**config.mk**
```make
export PLATFORM = sky130hd
export DESIGN_NAME = npu_mem_loader
export DESIGN_NICKNAME = d
export VERILOG_FILES = /design/src/rtl/npu_mem_loader.sv
export SDC_FILE = /design/constraint.sdc
export NUM_CORES = 1
export LEC_CHECK = 0
export ABC_CLOCK_PERIOD_IN_PS = 2200
export BUFFER_PORTS_ARGS = -buffer_cell sky130_fd_sc_hd__buf_2
export CAP_MARGIN = 15
export CORE_MARGIN = 4
export CORE_UTILIZATION = 45
export DETAILED_ROUTE_END_ITERATION = 8
export PLACE_DENSITY = 0.81
export SLEW_MARGIN = 30
export SYNTH_ARGS = -nofsm -noshare
export SYNTH_HDL_FRONTEND = slang
export SYNTH_SLANG_ARGS = --single-unit
```
**constraint.sdc**
```tcl
create_clock -name clk -period 2.2 [get_ports clk]
set_clock_uncertainty 0.1 [all_clocks]
set_input_delay 0.11 -clock clk [delete_from_list [all_inputs] [get_ports clk]]
set_output_delay 0.11 -clock clk [all_outputs]
set_load 0.01 [all_outputs]
```
**src/rtl/npu_mem_loader.sv**
```systemverilog
// npu_mem_loader: turns a host byte stream into write-port traffic for the NPU
// memories (four striped image banks, conv, dense and denseb parameter RAMs).
//
// A load is armed with a one-cycle start carrying region/length. Bytes are then
// taken through a valid/ready handshake. Each accepted byte is presented as one
// registered write on the cycle after it is accepted.
//
// Ports
//   clk, reset        system clock, synchronous active-low reset
//   start             one-cycle pulse that begins a load (only honoured in IDLE)
//   region[1:0]       0=image, 1=conv, 2=dense, 3=denseb
//   length[15:0]      byte count of the load
//   in_data/in_valid  byte stream from the host
//   in_ready          loader accepts a byte this cycle
//   image_ram_addr_a  shared image bank address; data_image0..3 / we_image0..3
//   conv/dense/denseb _ram_addr_a, data_*, we_*   parameter RAM write ports
//   busy              load in progress (LOAD and FINISH)
//   done              one-cycle completion pulse
//   err               one-cycle pulse for a rejected start
//   checksum[15:0]    only with LOADER_CHECKSUM_EN: mod-2^16 sum of the bytes
//                     accepted in the current/last load
//
// Build option: define LOADER_CHECKSUM_EN to add the checksum port.

module npu_mem_loader #(
   parameter int unsigned IMG_BANK_DEPTH = 1024,
   parameter int unsigned PARAM_DEPTH    = 32768
) (
   input  logic        clk,
   input  logic        reset,
   input  logic        start,
   input  logic [1:0]  region,
   input  logic [15:0] length,
   input  logic [7:0]  in_data,
   input  logic        in_valid,
   output logic        in_ready,
   output logic [9:0]  image_ram_addr_a,
   output logic [7:0]  data_image0,
   output logic [7:0]  data_image1,
   output logic [7:0]  data_image2,
   output logic [7:0]  data_image3,
   output logic        we_image0,
   output logic        we_image1,
   output logic        we_image2,
   output logic        we_image3,
   output logic [14:0] conv_ram_addr_a,
   output logic [14:0] dense_ram_addr_a,
   output logic [14:0] denseb_ram_addr_a,
   output logic [7:0]  data_conv,
   output logic [7:0]  data_dense,
   output logic [7:0]  data_denseb,
   output logic        we_conv,
   output logic        we_dense,
   output logic        we_denseb,
   output logic        busy,
   output logic        done,
   output logic        err
`ifdef LOADER_CHECKSUM_EN
   ,
   output logic [15:0] checksum
`endif
);

   localparam int unsigned LEN_W   = 16;
   localparam int unsigned CAP_W   = LEN_W + 1;
   localparam logic [CAP_W-1:0] IMG_CAP = CAP_W'(4 * IMG_BANK_DEPTH);
   localparam logic [CAP_W-1:0] PRM_CAP = CAP_W'(PARAM_DEPTH);

   localparam logic [1:0] REG_IMAGE  = 2'd0;
   localparam logic [1:0] REG_CONV   = 2'd1;
   localparam logic [1:0] REG_DENSE  = 2'd2;
   localparam logic [1:0] REG_DENSEB = 2'd3;

   typedef enum logic [1:0] {
      ST_IDLE   = 2'd0,
      ST_LOAD   = 2'd1,
      ST_FINISH = 2'd2
   } state_e;

   state_e               state_q;
   logic [LEN_W-1:0]     k_q;
   logic [LEN_W-1:0]     len_q;
   logic [1:0]           region_q;
   logic                 in_ready_q;
   logic                 busy_q;
   logic                 done_q;
   logic                 err_q;

   logic [9:0]           img_addr_q;
   logic [3:0][7:0]      img_data_q;
   logic [3:0]           img_we_q;
   logic [14:0]          conv_addr_q;
   logic [14:0]          dense_addr_q;
   logic [14:0]          denseb_addr_q;
   logic [7:0]           conv_data_q;
   logic [7:0]           dense_data_q;
   logic [7:0]           denseb_data_q;
   logic                 conv_we_q;
   logic                 dense_we_q;
   logic                 denseb_we_q;
`ifdef LOADER_CHECKSUM_EN
   logic [15:0]          cs_q;
`endif

   logic [CAP_W-1:0]     cap_c;
   logic                 start_ok_c;
   logic                 accept_c;
   logic                 last_c;
   logic [LEN_W-1:0]     k_d;

   // Start qualification and handshake decode
   always_comb begin
      cap_c      = (region == REG_IMAGE) ? IMG_CAP : PRM_CAP;
      start_ok_c = (length != '0) && ({1'b0, length} <= cap_c);
      accept_c   = (state_q == ST_LOAD) && in_ready_q && in_valid;
      k_d        = k_q + LEN_W'(1);
      // k_d == len_q means the byte being accepted is the final one
      last_c     = (k_d == len_q);
   end

   // Load sequencer with registered write ports
   always_ff @(posedge clk) begin
      if (!reset) begin
         state_q       <= ST_IDLE;
         k_q           <= '0;
         len_q         <= '0;
         region_q      <= '0;
         in_ready_q    <= 1'b0;
         busy_q        <= 1'b0;
         done_q        <= 1'b0;
         err_q         <= 1'b0;
         img_addr_q    <= '0;
         img_data_q    <= '0;
         img_we_q      <= '0;
         conv_addr_q   <= '0;
         dense_addr_q  <= '0;
         denseb_addr_q <= '0;
         conv_data_q   <= '0;
         dense_data_q  <= '0;
         denseb_data_q <= '0;
         conv_we_q     <= 1'b0;
         dense_we_q    <= 1'b0;
         denseb_we_q   <= 1'b0;
`ifdef LOADER_CHECKSUM_EN
         cs_q          <= '0;
`endif
      end else begin
         // Pulses and write enables last a single cycle
         done_q      <= 1'b0;
         err_q       <= 1'b0;
         img_we_q    <= '0;
         conv_we_q   <= 1'b0;
         dense_we_q  <= 1'b0;
         denseb_we_q <= 1'b0;

         case (state_q)
            ST_IDLE: begin
               if (start) begin
                  region_q <= region;
                  len_q    <= length;
                  if (start_ok_c) begin
                     state_q    <= ST_LOAD;
                     k_q        <= '0;
                     in_ready_q <= 1'b1;
                     busy_q     <= 1'b1;
`ifdef LOADER_CHECKSUM_EN
                     cs_q       <= '0;
`endif
                  end else begin
                     err_q <= 1'b1;
                  end
               end
            end

            ST_LOAD: begin
               if (accept_c) begin
                  k_q <= k_d;
`ifdef LOADER_CHECKSUM_EN
                  cs_q <= cs_q + 16'(in_data);
`endif
                  case (region_q)
                     // Image bytes stripe across banks; address advances every 4 bytes
                     REG_IMAGE: begin
                        img_addr_q             <= k_q[11:2];
                        img_data_q[k_q[1:0]]   <= in_data;
                        img_we_q[k_q[1:0]]     <= 1'b1;
                     end
                     REG_CONV: begin
                        conv_addr_q <= k_q[14:0];
                        conv_data_q <= in_data;
                        conv_we_q   <= 1'b1;
                     end
                     REG_DENSE: begin
                        dense_addr_q <= k_q[14:0];
                        dense_data_q <= in_data;
                        dense_we_q   <= 1'b1;
                     end
                     default: begin
                        denseb_addr_q <= k_q[14:0];
                        denseb_data_q <= in_data;
                        denseb_we_q   <= 1'b1;
                     end
                  endcase
                  if (last_c) begin
                     in_ready_q <= 1'b0;
                     state_q    <= ST_FINISH;
                  end
               end
            end

            // Final write is on the ports this cycle; completion follows
            ST_FINISH: begin
               state_q <= ST_IDLE;
               busy_q  <= 1'b0;
               done_q  <= 1'b1;
            end

            default: begin
               state_q    <= ST_IDLE;
               in_ready_q <= 1'b0;
               busy_q     <= 1'b0;
            end
         endcase
      end
   end

   assign in_ready          = in_ready_q;
   assign busy              = busy_q;
   assign done              = done_q;
   assign err               = err_q;
   assign image_ram_addr_a  = img_addr_q;
   assign data_image0       = img_data_q[0];
   assign data_image1       = img_data_q[1];
   assign data_image2       = img_data_q[2];
   assign data_image3       = img_data_q[3];
   assign we_image0         = img_we_q[0];
   assign we_image1         = img_we_q[1];
   assign we_image2         = img_we_q[2];
   assign we_image3         = img_we_q[3];
   assign conv_ram_addr_a   = conv_addr_q;
   assign dense_ram_addr_a  = dense_addr_q;
   assign denseb_ram_addr_a = denseb_addr_q;
   assign data_conv         = conv_data_q;
   assign data_dense        = dense_data_q;
   assign data_denseb       = denseb_data_q;
   assign we_conv           = conv_we_q;
   assign we_dense          = dense_we_q;
   assign we_denseb         = denseb_we_q;
`ifdef LOADER_CHECKSUM_EN
   assign checksum          = cs_q;
`endif

endmodule

```
# Yosys cells after proc, flatten, opt, wreduce, memory -nomap -nowiden
# Index checks and enable logic that the tools add are counted.
# op_classes
n_addsub	1
n_mul	0
n_div	0
order_cmp	3
n_eq_ne	9
shift	0
muxes	26
n_bitwise	3
n_reduce_logical	22
# op_table
cell	count
$mux W16	4
$bwmux W32	1
$pmux W16 S2	1
$reduce_and A3 Y1	7
$add A16 B1 Y16 const B	1
$demux W8 S2	1
$eq A16 B16 Y1	1
$le A16 B16 Y1	1
$reduce_bool A16 Y1	1
$reduce_and A4 Y1	3
$mux W1	10
$mux W2	4
$mux W8	1
$ne A2 B2 Y1 const B	4
$logic_not A2 Y1	3
$reduce_and A5 Y1	1
$eq A2 B1 Y1 const B	2
$eq A2 B2 Y1 const B	2
$logic_and A1 B1 Y1	4
$pmux W2 S2	1
$lt A2 B3 Y1 const B	1
$not A1 Y1	3
$pmux W1 S3	1
$reduce_or A3 Y1	1
5 further kinds	5
# word_totals
regBits	158
latchBits	0
mem_bits_rw	0
romBits	0
input_bits	30
output_inout_bits	122
wordCells	87
mem_count	0

# Longest topological paths before layout
# Gate-level depths: netlist of the first run.
# logic_depth
depth_word	7
mapped_depth	9

# Worst setup path before layout of the first run
# OpenSTA, ideal clock, no wires.
# synth_timing
path_kind	flip-flop to flip-flop
start	register k_q[1]
end	register state_q[0]
arrival_time_ps	1925
required_ps	1983
slack_ps	58
path_stages_with_launch	9
period_less_slack_ps	2142
path_cell_list	dfxtp_1 -> ha_1 -> buf_2 -> nand3_1 -> o21a_1 -> or3_1 -> a21oi_1 -> o2111ai_2 -> o2bb2ai_1
# synth_between
elab_chain_cells	4
# synth_rtl
item	line	rtl
start: declaration	81	logic [LEN_W-1:0] k_q;
start signal: assignment	177	k_q <= k_d;
$add A16 B1 Y16	116	k_d = k_q + LEN_W'(1);
$eq A16 B16 Y1	118	last_c = (k_d == len_q);
$ne A2 B2 Y1 (no line)	--	
$reduce_and A4 Y1 (no line)	--	
end signal: assignment	124	state_q <= ST_IDLE;
end signal: assignment	162	state_q <= ST_LOAD;
end signal: assignment	206	state_q <= ST_FINISH;
end: declaration	80	state_e state_q;
# No other way between the ends.
# A chain may end at the register's enable or synchronous reset.

# Worst setup path after layout of the first run
# layout_timing
start	register k_q[10]
end	register state_q[0]
# Same word-level chain as after synthesis.

==> reports/qor.yml, run 1 <==
run_status:
  outcome: "finished, final reports clean"
die:
  num_io_pins: 152
  die_w_um: 127
  rows: 43
  dieArea_mm2: 0.0160
  start_util_pct: 45.8
  design.core.area_mm2: 0.0138
  die_h_um: 127
timing:
  hold_slack_ns: 0.0856
  drv_slew: 0
  period_share_pct: 95.0
  fin_crit_ns: 2.09
  finalSetupViolations: 0
  fin_tns_setup_ns: 0
  grt_setup_unrepaired: "true"
  slew_headroom_pct: 65.1
  tightest_slew_ns: 0.524
  final-hold-violation-count: 0
  fin_ws_ns: 0.110
  max_freq_ghz: 0.478
global_route:
  grt_overflow_total: 0
  grt_pass1_vias: 5669
  grt_pass1_wl_um: 28700
  grt_max_degree: 123
  antenna_found_initial: 0
  grtUsageTotal_pct: 22.3
yosys:
  ys_seq_area_share_pct: 50.0
  synth_flop_cell: "dfxtp_1"
  syn_inst: 791
  synth_top_area_share_pct: 50.0
  synth_top_family_by_area: "simple AND/OR/NAND/NOR gates"
  synth_largest_area_cell: "dfxtp_1"
  netlist_area_mm2: 0.00633
  synth_xor_area_share_pct: 2.77
  netlist_top_cells_area: "dfxtp_1, nand2_1, a21oi_1"
  synth_simple_gate_area_share_pct: 24.0
  synth_edf_count: 0
  ys_warn_count: 0
  synthAdderAreaFrac_pct: 1.19
  syn_avg_cell_area_um2: 8.00
  synthArstFlopShare_pct: 0
  synth_seq_cells: 158
  synth_compound_area_share_pct: 15.5
  ys_types: 52
  synth_fp_nets: 827
  muxShareOfSynthArea_pct: 1.58
clock_tree:
  htree_levels: 4
  clock-sinks: 158
  path_clk_slew_ns: 0.06
  clk_path_buf_depth: 2
  post_cts_buffers: 0
  cts_buffers: 17
  clock_latency_ns: 0.42
  cts_tree: "yes"
  cts_root_buf: "clkbuf_16"
final_layout:
  insertedDiodeCount: 0
  area_delta_synth_final_pct: 30.8
  final_cell_mix: "nand2_1, dfxtp_1, buf_2, a21oi_1, buf_4"
  drive_gt1_share_pct: 25.1
  finish.instance_area_mm2: 0.00828
  final_common_cell: "nand2_1"
  final_nets: 1006
  stdcell_count: 1162
hold_path:
  hold_path.class: "in -> reg"
drt:
  viasPerCell: 5.21
  vias: 6057
  drt_wl_total_um: 18300
  first_iter_violations: 484
  drc: 0
  firstDrtPassIters: 5
  ant_nets: 0
  wl_per_cell_um: 15.7
worst_setup_path:
  worst_ep_arrival_time_ns: 2.30
  crit_type: "reg -> reg"
  critPathSlowestCell: "or4_4"
  cp-end-kind: "flip-flop"
  worstSetupStartpointType: "flip-flop"
  crit_chain: "nand4_1 -> or4_4 -> a221oi_2 -> o2111ai_2 -> o2bb2ai_1"
  cpPeakStageDelay_ns: 0.59
  critPathRequiredTime_ns: 2.41
  crit_fanout: 6
placement:
  placedCellCount: 1104
  post-dp-hpwl_um: 12300
  placed_area_mm2: 0.00734
  gp_congestion: 0.899
  numPortBuffers: 151
  place_ws_ns: 0.0496
power_and_ir_drop:
  p_switching_mw: 1.38
  clkPwrFrac_pct: 48.1
  power.leakage_nw: 3.46
  power.density_mw_per_mm2: 759
  swShare_pct: 21.9
  seqPwrFrac_pct: 46.6
  p_comb_share_pct: 5.3
  p_int_mw: 4.90
  irDropWorstVdd_mv: 0.550
run:
  drv_cap: 0
==> cells in the mapped netlist, types with 2 or more instances <==
cell type	number
o21ai_0	16
o211ai_1	2
and2_1	9
and3_1	4
nand2b_1	3
xor2_1	7
or3_1	3
nand3_1	9
nor4_1	6
buf_2	22
mux2i_1	10
a31oi_1	3
o31ai_1	7
a21oi_1	126
o22ai_1	2
o2111a_1	2
nand4_1	3
dfxtp_1	158
buf_6	3
xnor2_1	13
ha_1	6
clkbuf_1	27
nor2b_1	2
nor3_1	5
buf_4	6
nor3b_1	3
o21a_1	3
nor2_1	35
nand2_1	268
inv_1	6
==> area by class of cell <==
| class | instances | area [um^2] |
|---|---|---|
| clock buffers | 22 | 474 |
| clock inverters | 9 | 131 |
| fillers | 1204 | 5550 |
| inverters | 6 | 25.0 |
| multi-input cells | 568 | 2900 |
| flip-flops and latches | 158 | 3170 |
| well taps | 180 | 225 |
| repair buffers | 219 | 1350 |
==> repair_timing <==
item                                    in CTS  in global routing
hold buffers                                27                  0
hold endpoints to repair                    81                  0
endpoints found under the setup margin       0                 24
resized for setup                            0                 16
==> worst paths after layout <==
check | endpoint | slack, ns | depth (start not counted) | startpoint
worst max-delay path | state_q[0] | 0.11 | 5 | k_q[10]
worst max register to register | state_q[0] | 0.11 | 5 | k_q[10]
worst min register to register | conv_ram_addr_a[10] | 0.35 | 2 | conv_ram_addr_a[10]
worst min-delay path | busy | 0.09 | 4 | start
==> kinds of logic (layout without fill, tap and decap cells) <==
| group | count (synthesis) | count (layout) |
|---|---|---|
| AND/OR/NAND/NOR | 359 | 359 |
| AO/OA/AOI/OAI | 173 | 173 |
| flip-flops | 158 | 158 |
| buffers and inverters | 65 | 256 |
| XOR/XNOR | 20 | 20 |
| multiplexers | 10 | 10 |
| adder cells (fa/ha/maj) | 6 | 6 |
==> registers in the layout (all words and copies together), names as in the netlist, 2 cells and up <==
| name | count |
|---|---|
| len_q | 16 |
| data_image2 | 8 |
| k_q | 16 |
| denseb_ram_addr_a | 15 |
| data_image0 | 8 |
| image_ram_addr_a | 10 |
| data_conv | 8 |
| conv_ram_addr_a | 15 |
| img_we_q | 4 |
| dense_ram_addr_a | 15 |
| data_image1 | 8 |
| data_image3 | 8 |
| data_dense | 8 |
| data_denseb | 8 |
| state_q | 2 |
| region_q | 2 |
==> layer usage <==
layer	global-route usage, %	up-vias	share of wire, %
met3	4.42	37	6.3
li1	-	2986	-
met2	36.1	217	47
met1	29.0	2817	44
met4	10.0	0	2.8
met5	0	-	0
==> through the flow <==
step / power, mW / utilization, %
after floorplan: 3.16 / -
after global placement: 3.27 / 53.1
after detailed placement: 3.28 / 53.1
after CTS: 6.30 / 59.4
after global routing: 6.47 / 59.8
final: 6.28 / 59.8
==> worst max-delay path, delay by kind of cell, from the launching register on <==
| family | cells | cell delay [ns] |
|---|---|---|
| flip-flops | 1 | 0.43 |
| AO/OA/AOI/OAI | 3 | 0.60 |
| AND/OR/NAND/NOR | 2 | 0.85 |
==> power groups by stage <==
stage	clock network [mW]	registers (mW)	logic [mW]
after CTS	3.05	2.92	0.326
after floorplan	0	2.98	0.179
after detailed placement	0	2.99	0.288
after global routing	3.17	2.93	0.367
final	3.02	2.93	0.336
after global placement	0	2.99	0.286
No activity file was read; power rests on OpenSTA's default activity.
==> inputs of run 2 (changes only) <==
--- a/config.mk
+++ b/config.mk
@@ -11,6 +11,7 @@
 export CORE_MARGIN = 4
 export CORE_UTILIZATION = 45
 export DETAILED_ROUTE_END_ITERATION = 8
+export GPL_TIMING_DRIVEN = 0
 export PLACE_DENSITY = 0.81
 export SLEW_MARGIN = 30
 export SYNTH_ARGS = -nofsm -noshare
==> run 2 against run 1 <==
  * Register-to-register slack worse by 0.11 ns
  * Sequential power about the same
  * Sequential share of layout area down 0.37 points
  * Flip-flop and latch count unchanged
  * Total power down 0.69%
  * First-iteration DRC count up 16%
  * Via count up 4.5%
  * Clock power down 2%
  * Clock-buffer cell count unchanged
  * Critical endpoint is now in_ready
  * Highest routed layer unchanged
==> reports/qor.yml, run 2 (same netlist as run 1, synthesis figures left out) <==
power_and_ir_drop:
  swShare_pct: 22.3
  p_comb_share_pct: 5.6
  p_switching_mw: 1.39
  power.leakage_nw: 3.45
  p_int_mw: 4.85
  clkPwrFrac_pct: 47.5
  seqPwrFrac_pct: 46.8
  power.density_mw_per_mm2: 745
  irDropWorstVdd_mv: 0.538
clock_tree:
  cts_buffers: 17
  clock_latency_ns: 0.42
  clk_path_buf_depth: 2
  htree_levels: 4
  path_clk_slew_ns: 0.06
  cts_root_buf: "clkbuf_16"
  clock-sinks: 158
  cts_tree: "yes"
timing:
  final-hold-violation-count: 0
  max_freq_ghz: 0.455
  drv_slew: 0
  tightest_slew_ns: 0.703
  fin_crit_ns: 2.20
  slew_headroom_pct: 53.1
  period_share_pct: 99.9
  fin_tns_setup_ns: 0
  grt_setup_unrepaired: "true"
  finalSetupViolations: 0
worst_setup_path:
  critPathRequiredTime_ns: 2.47
  worstSetupStartpointType: "flip-flop"
  r2r_slack_ns: 0.002
  r2r_cells: 7
  cp-endpoint: "in_ready"
  cp-end-kind: "flip-flop"
  r2r_end: "in_ready"
  crit_fanout: 10
  crit_start: "k_q[9]"
  regToRegStartpoint: "k_q[9]"
  worst_ep_arrival_time_ns: 2.47
  crit_type: "reg -> reg"
die:
  num_io_pins: 152
  rows: 43
  design.core.area_mm2: 0.0138
  die_h_um: 127
  die_w_um: 127
  start_util_pct: 45.8
  dieArea_mm2: 0.0160
final_layout:
  final_util_pct: 60.5
  final_common_cell: "nand2_1"
  drive_gt1_share_pct: 24.2
  n_fill_cell: 1202
  final_nets: 1033
  area_delta_synth_final_pct: 32.3
  largestRegisters: "k_q: 16 flops, len_q: 16 flops"
  insertedDiodeCount: 0
  final_cell_mix: "nand2_1, buf_2, dfxtp_1, a21oi_1, nor2_1"
placement:
  post-dp-hpwl_um: 13200
  gp_congestion: 0.917
  numPortBuffers: 150
drt:
  first_iter_violations: 563
  wl_per_cell_um: 16.0
  drt_wl_total_um: 19100
  viasPerCell: 5.32
  firstDrtPassIters: 7
  drc: 0
  ant_nets: 0
  vias: 6330
global_route:
  grtUsageTotal_pct: 23.0
  grt_pass1_wl_um: 29300
  grt_pass1_vias: 5657
  grt_max_degree: 17
  grt_overflow_total: 0
  antenna_found_initial: 0
run:
  drv_cap: 0
hold_path:
  hold_path.class: "in -> reg"
run_status:
  outcome: "finished, final reports clean"
==> run 2: cell types whose count changed in the layout (fill, tap and decap cells not counted), moves of 3 or more <==
cell / delta
clkbuf_1: +27
buf_6: +6
and2_2: -4
and2_1: +4
buf_4: -18
buf_2: +10
clkbuf_4: +3
==> run 2: area by class of cell <==
type	count	area [um^2]	area share [%]
multi-input cells	568	2920	34.9
clock inverters	9	136	1.63
repair buffers	188	1100	13.2
flip-flops and latches	158	3170	37.9
inverters	6	22.5	0.269
plain buffers	58	334	3.99
clock buffers	22	454	5.43
well taps	180	225	2.69
==> run 2: per-stage QoR <==
stage               worst slack, ns  instances  hold slack, ns  total power [mW]  area [um^2]
global route                -0.0461       1189          0.0153              6.41         8370
global placement             -0.430       1121           0.270              3.27         7300
finish                      0.00192       1189         0.00933              6.24         8370
CTS                         0.00305       1180          0.0651              6.23         8210
floorplan                    0.0583        791           0.146              3.16         6330
detailed placement           -0.433       1121           0.273              3.28         7300
==> run 2: how the worst min path moves through the flow <==
stage	endpoint	slack (ns)	from	cells past startpoint
final	k_q[0]	0.009	in_valid	3
after global placement	len_q[3]	0.27	length[3]	3
after detailed placement	len_q[3]	0.27	length[3]	3
after floorplan	len_q[10]	0.15	length[10]	2
after global routing	k_q[0]	0.02	in_valid	3
after CTS	region_q[1]	0.07	start	5
==> run 2: critical path: stages, from the launching register on <==
cell	delay, ns
dfxtp_1	0.32
buf_4	0.18
nand4_1	0.20
or4_4	0.59
and4bb_1	0.35
a221oi_4	0.05
o2111ai_2	0.14
o2111a_1	0.21
==> run 2: metal layers <==
layer / routed length, um / global-route usage, % / share of wire (%) / vias to the layer above
li1: - / - / - / 3041
met5: 0 / 0 / 0 / -
met4: 573 / 11.5 / 3.0 / 0
met3: 1510 / 4.13 / 7.9 / 44
met1: 7990 / 30.6 / 42 / 2948
met2: 9010 / 35.9 / 47 / 297
==> run 2: power groups by stage <==
| stage | Sequential [mW] | Combinational, mW | Clock (mW) |
|---|---|---|---|
| global placement | 2.98 | 0.292 | 0 |
| floorplan | 2.98 | 0.179 | 0 |
| CTS | 2.92 | 0.334 | 2.98 |
| finish | 2.92 | 0.352 | 2.96 |
| detailed placement | 2.98 | 0.295 | 0 |
| global route | 2.92 | 0.385 | 3.11 |
==> run 2: timing repair <==
action,in CTS,in global routing
pin swaps,1,7
hold buffers,27,0
resized for setup,10,34
buffers inserted,1,10
endpoints found under the hold margin,81,0
endpoints found under the setup margin,53,107
==> inputs of run 3 (changes only) <==
==> constraint.sdc (replaced) <==
create_clock -name clk -period 2.2 [get_ports clk]
set_clock_uncertainty 0.1 [all_clocks]
set_input_delay 0.33 -clock clk [delete_from_list [all_inputs] [get_ports clk]]
set_output_delay 0.33 -clock clk [all_outputs]
set_load 0.01 [all_outputs]
==> run 3 against run 2 <==
  * Wire length rose by 0.15%
  * Sequential power barely moved
  * Clock power barely moved
  * Cell count fell by 2.0%
  * Combinational power down 11%
  * Clock-buffer cell count unchanged
  * Non-clock buffer count down 24
  * Flip-flop and latch count unchanged
  * Fmax up 1.5%
  * Sequential share of layout area up 1.1 points
  * Critical endpoint unchanged
==> reports/qor.yml, run 3 (same netlist as run 1, synthesis figures left out) <==
final_layout:
  stdcell_count: 1165
  final_common_cell: "nand2_1"
  final_cell_mix: "nand2_1, buf_2, dfxtp_1, a21oi_1, nor2_1"
  seq_area_mm2: 0.00318
  largestRegisters: "k_q: 16 flops, len_q: 16 flops"
  insertedDiodeCount: 0
  multiInputGateArea_mm2: 0.00294
  area_delta_synth_final_pct: 28.9
  final_nets: 1009
  n_fill_cell: 1227
  drive_gt1_share_pct: 25.4
die:
  die_w_um: 127
  die_h_um: 127
  dieArea_mm2: 0.0160
  start_util_pct: 45.8
  num_io_pins: 152
  rows: 43
  design.core.area_mm2: 0.0138
run:
  drv_cap: 0
drt:
  wl_per_cell_um: 16.4
  ant_nets: 0
  drc: 0
  firstDrtPassIters: 5
  drt_wl_total_um: 19100
  vias: 6205
  routed.top_layer: "met4"
  first_iter_violations: 509
  wl_met2_um: 8920
  wl_met1_um: 8170
  viasPerCell: 5.33
  dr_wl_met3_um: 1510
clock_tree:
  cts_root_buf: "clkbuf_16"
  cts_buffers: 17
  cts_tree: "yes"
  clock_latency_ns: 0.43
  clock-sinks: 158
  cts_hold_buf: 0
  htree_levels: 4
  path_clk_slew_ns: 0.06
  clk_path_buf_depth: 2
run_status:
  outcome: "finished, final reports clean"
hold_path:
  hold_path.class: "in -> reg"
  min-delay-start: "region[0]"
global_route:
  antenna_found_initial: 0
  grt_max_degree: 17
  grt_pass1_vias: 5481
  grt_pass1_wl_um: 28500
  grt_overflow_total: 0
  grtUsageTotal_pct: 22.4
placement:
  gp_congestion: 0.917
  numPortBuffers: 150
  placedCellCount: 1121
  post-dp-hpwl_um: 13200
timing:
  max_freq_ghz: 0.462
  finalSetupViolations: 0
  fin_tns_setup_ns: 0
  final-hold-violation-count: 0
  hold_slack_ns: 0.0497
  tightest_slew_ns: 0.732
  drv_slew: 0
  fin_crit_ns: 2.17
  period_share_pct: 98.4
  grt_setup_unrepaired: "true"
  slew_headroom_pct: 51.2
worst_setup_path:
  critPathRequiredTime_ns: 2.47
  crit_type: "reg -> reg"
  worstSetupStartpointType: "flip-flop"
  cpPeakStageDelay_ns: 0.60
  worst_ep_arrival_time_ns: 2.44
  crit_chain: "buf_4 -> nand4_4 -> or4_4 -> and4bb_1 -> a221oi_4 -> o2111ai_2 -> o2111a_1"
  cp_top_family: "simple AND/OR/NAND/NOR gates"
  crit_start: "k_q[1]"
  crit_fanout: 6
  regToRegStartpoint: "k_q[1]"
  critPathSlowestCell: "or4_4"
  path_buf_inv: 1
  cp-end-kind: "flip-flop"
power_and_ir_drop:
  irDropWorstVdd_mv: 0.553
  power.density_mw_per_mm2: 761
  power.leakage_nw: 3.35
## run 3: changes by cell type in the layout (fill, tap and decap cells not counted), sizes merged
cell,change
dlygate4sd3,-27
buf,+3
## run 3: worst paths after layout
path                   end  slack, ns  depth (start not counted)
min            region_q[0]       0.05                          3
min reg2reg  data_dense[4]       0.35                          2
max reg2reg       in_ready       0.03                          7
max               in_ready       0.03                          7
## run 3: layout make-up
class	instances	share of cell area, %
Buffer	58	4.21
Clock buffer	22	5.57
Inverter	6	0.276
Tap cell	180	2.76
Timing Repair Buffer	164	10.5
Multi-Input combinational cell	568	36.1
Clock inverter	9	1.67
Sequential cell	158	39.0
## run 3: repair_timing
| item | CTS | global route |
|---|---|---|
| pin swaps | 1 | 9 |
| resized for setup | 10 | 39 |
| buffers inserted | 1 | 13 |
| endpoints found under the setup margin | 53 | 95 |
## run 3: power by group
part,switching (mW),internal [mW],total [mW]
Clock,1.15,1.81,2.97
Combinational,0.205,0.107,0.313
Sequential,0.0308,2.89,2.92
Total,1.39,4.81,6.20
## run 3: tightest hold or removal path, cell delays in order
cell and delay, ns:
buf_2 0.10, nand2_1 0.05, a21oi_1 0.05
## run 3: per-stage QoR
step / setup WS (ns) / instance area, um^2 / power, mW / utilization [%]
floorplan: 0.0583 / 6330 / 3.16 / -
global placement: -0.430 / 7300 / 3.27 / 52.8
detailed placement: -0.433 / 7300 / 3.28 / 52.8
CTS: 0.00305 / 7940 / 6.19 / 57.4
global route: -0.0374 / 8150 / 6.37 / 59.0
finish: 0.0346 / 8150 / 6.20 / 59.0
## run 3: metal layers
layer,global-route usage (%),vias to the layer above
met5,0,-
met4,10.8,0
met3,4.46,43
met2,34.7,277
met1,30.2,2896
li1,-,2989
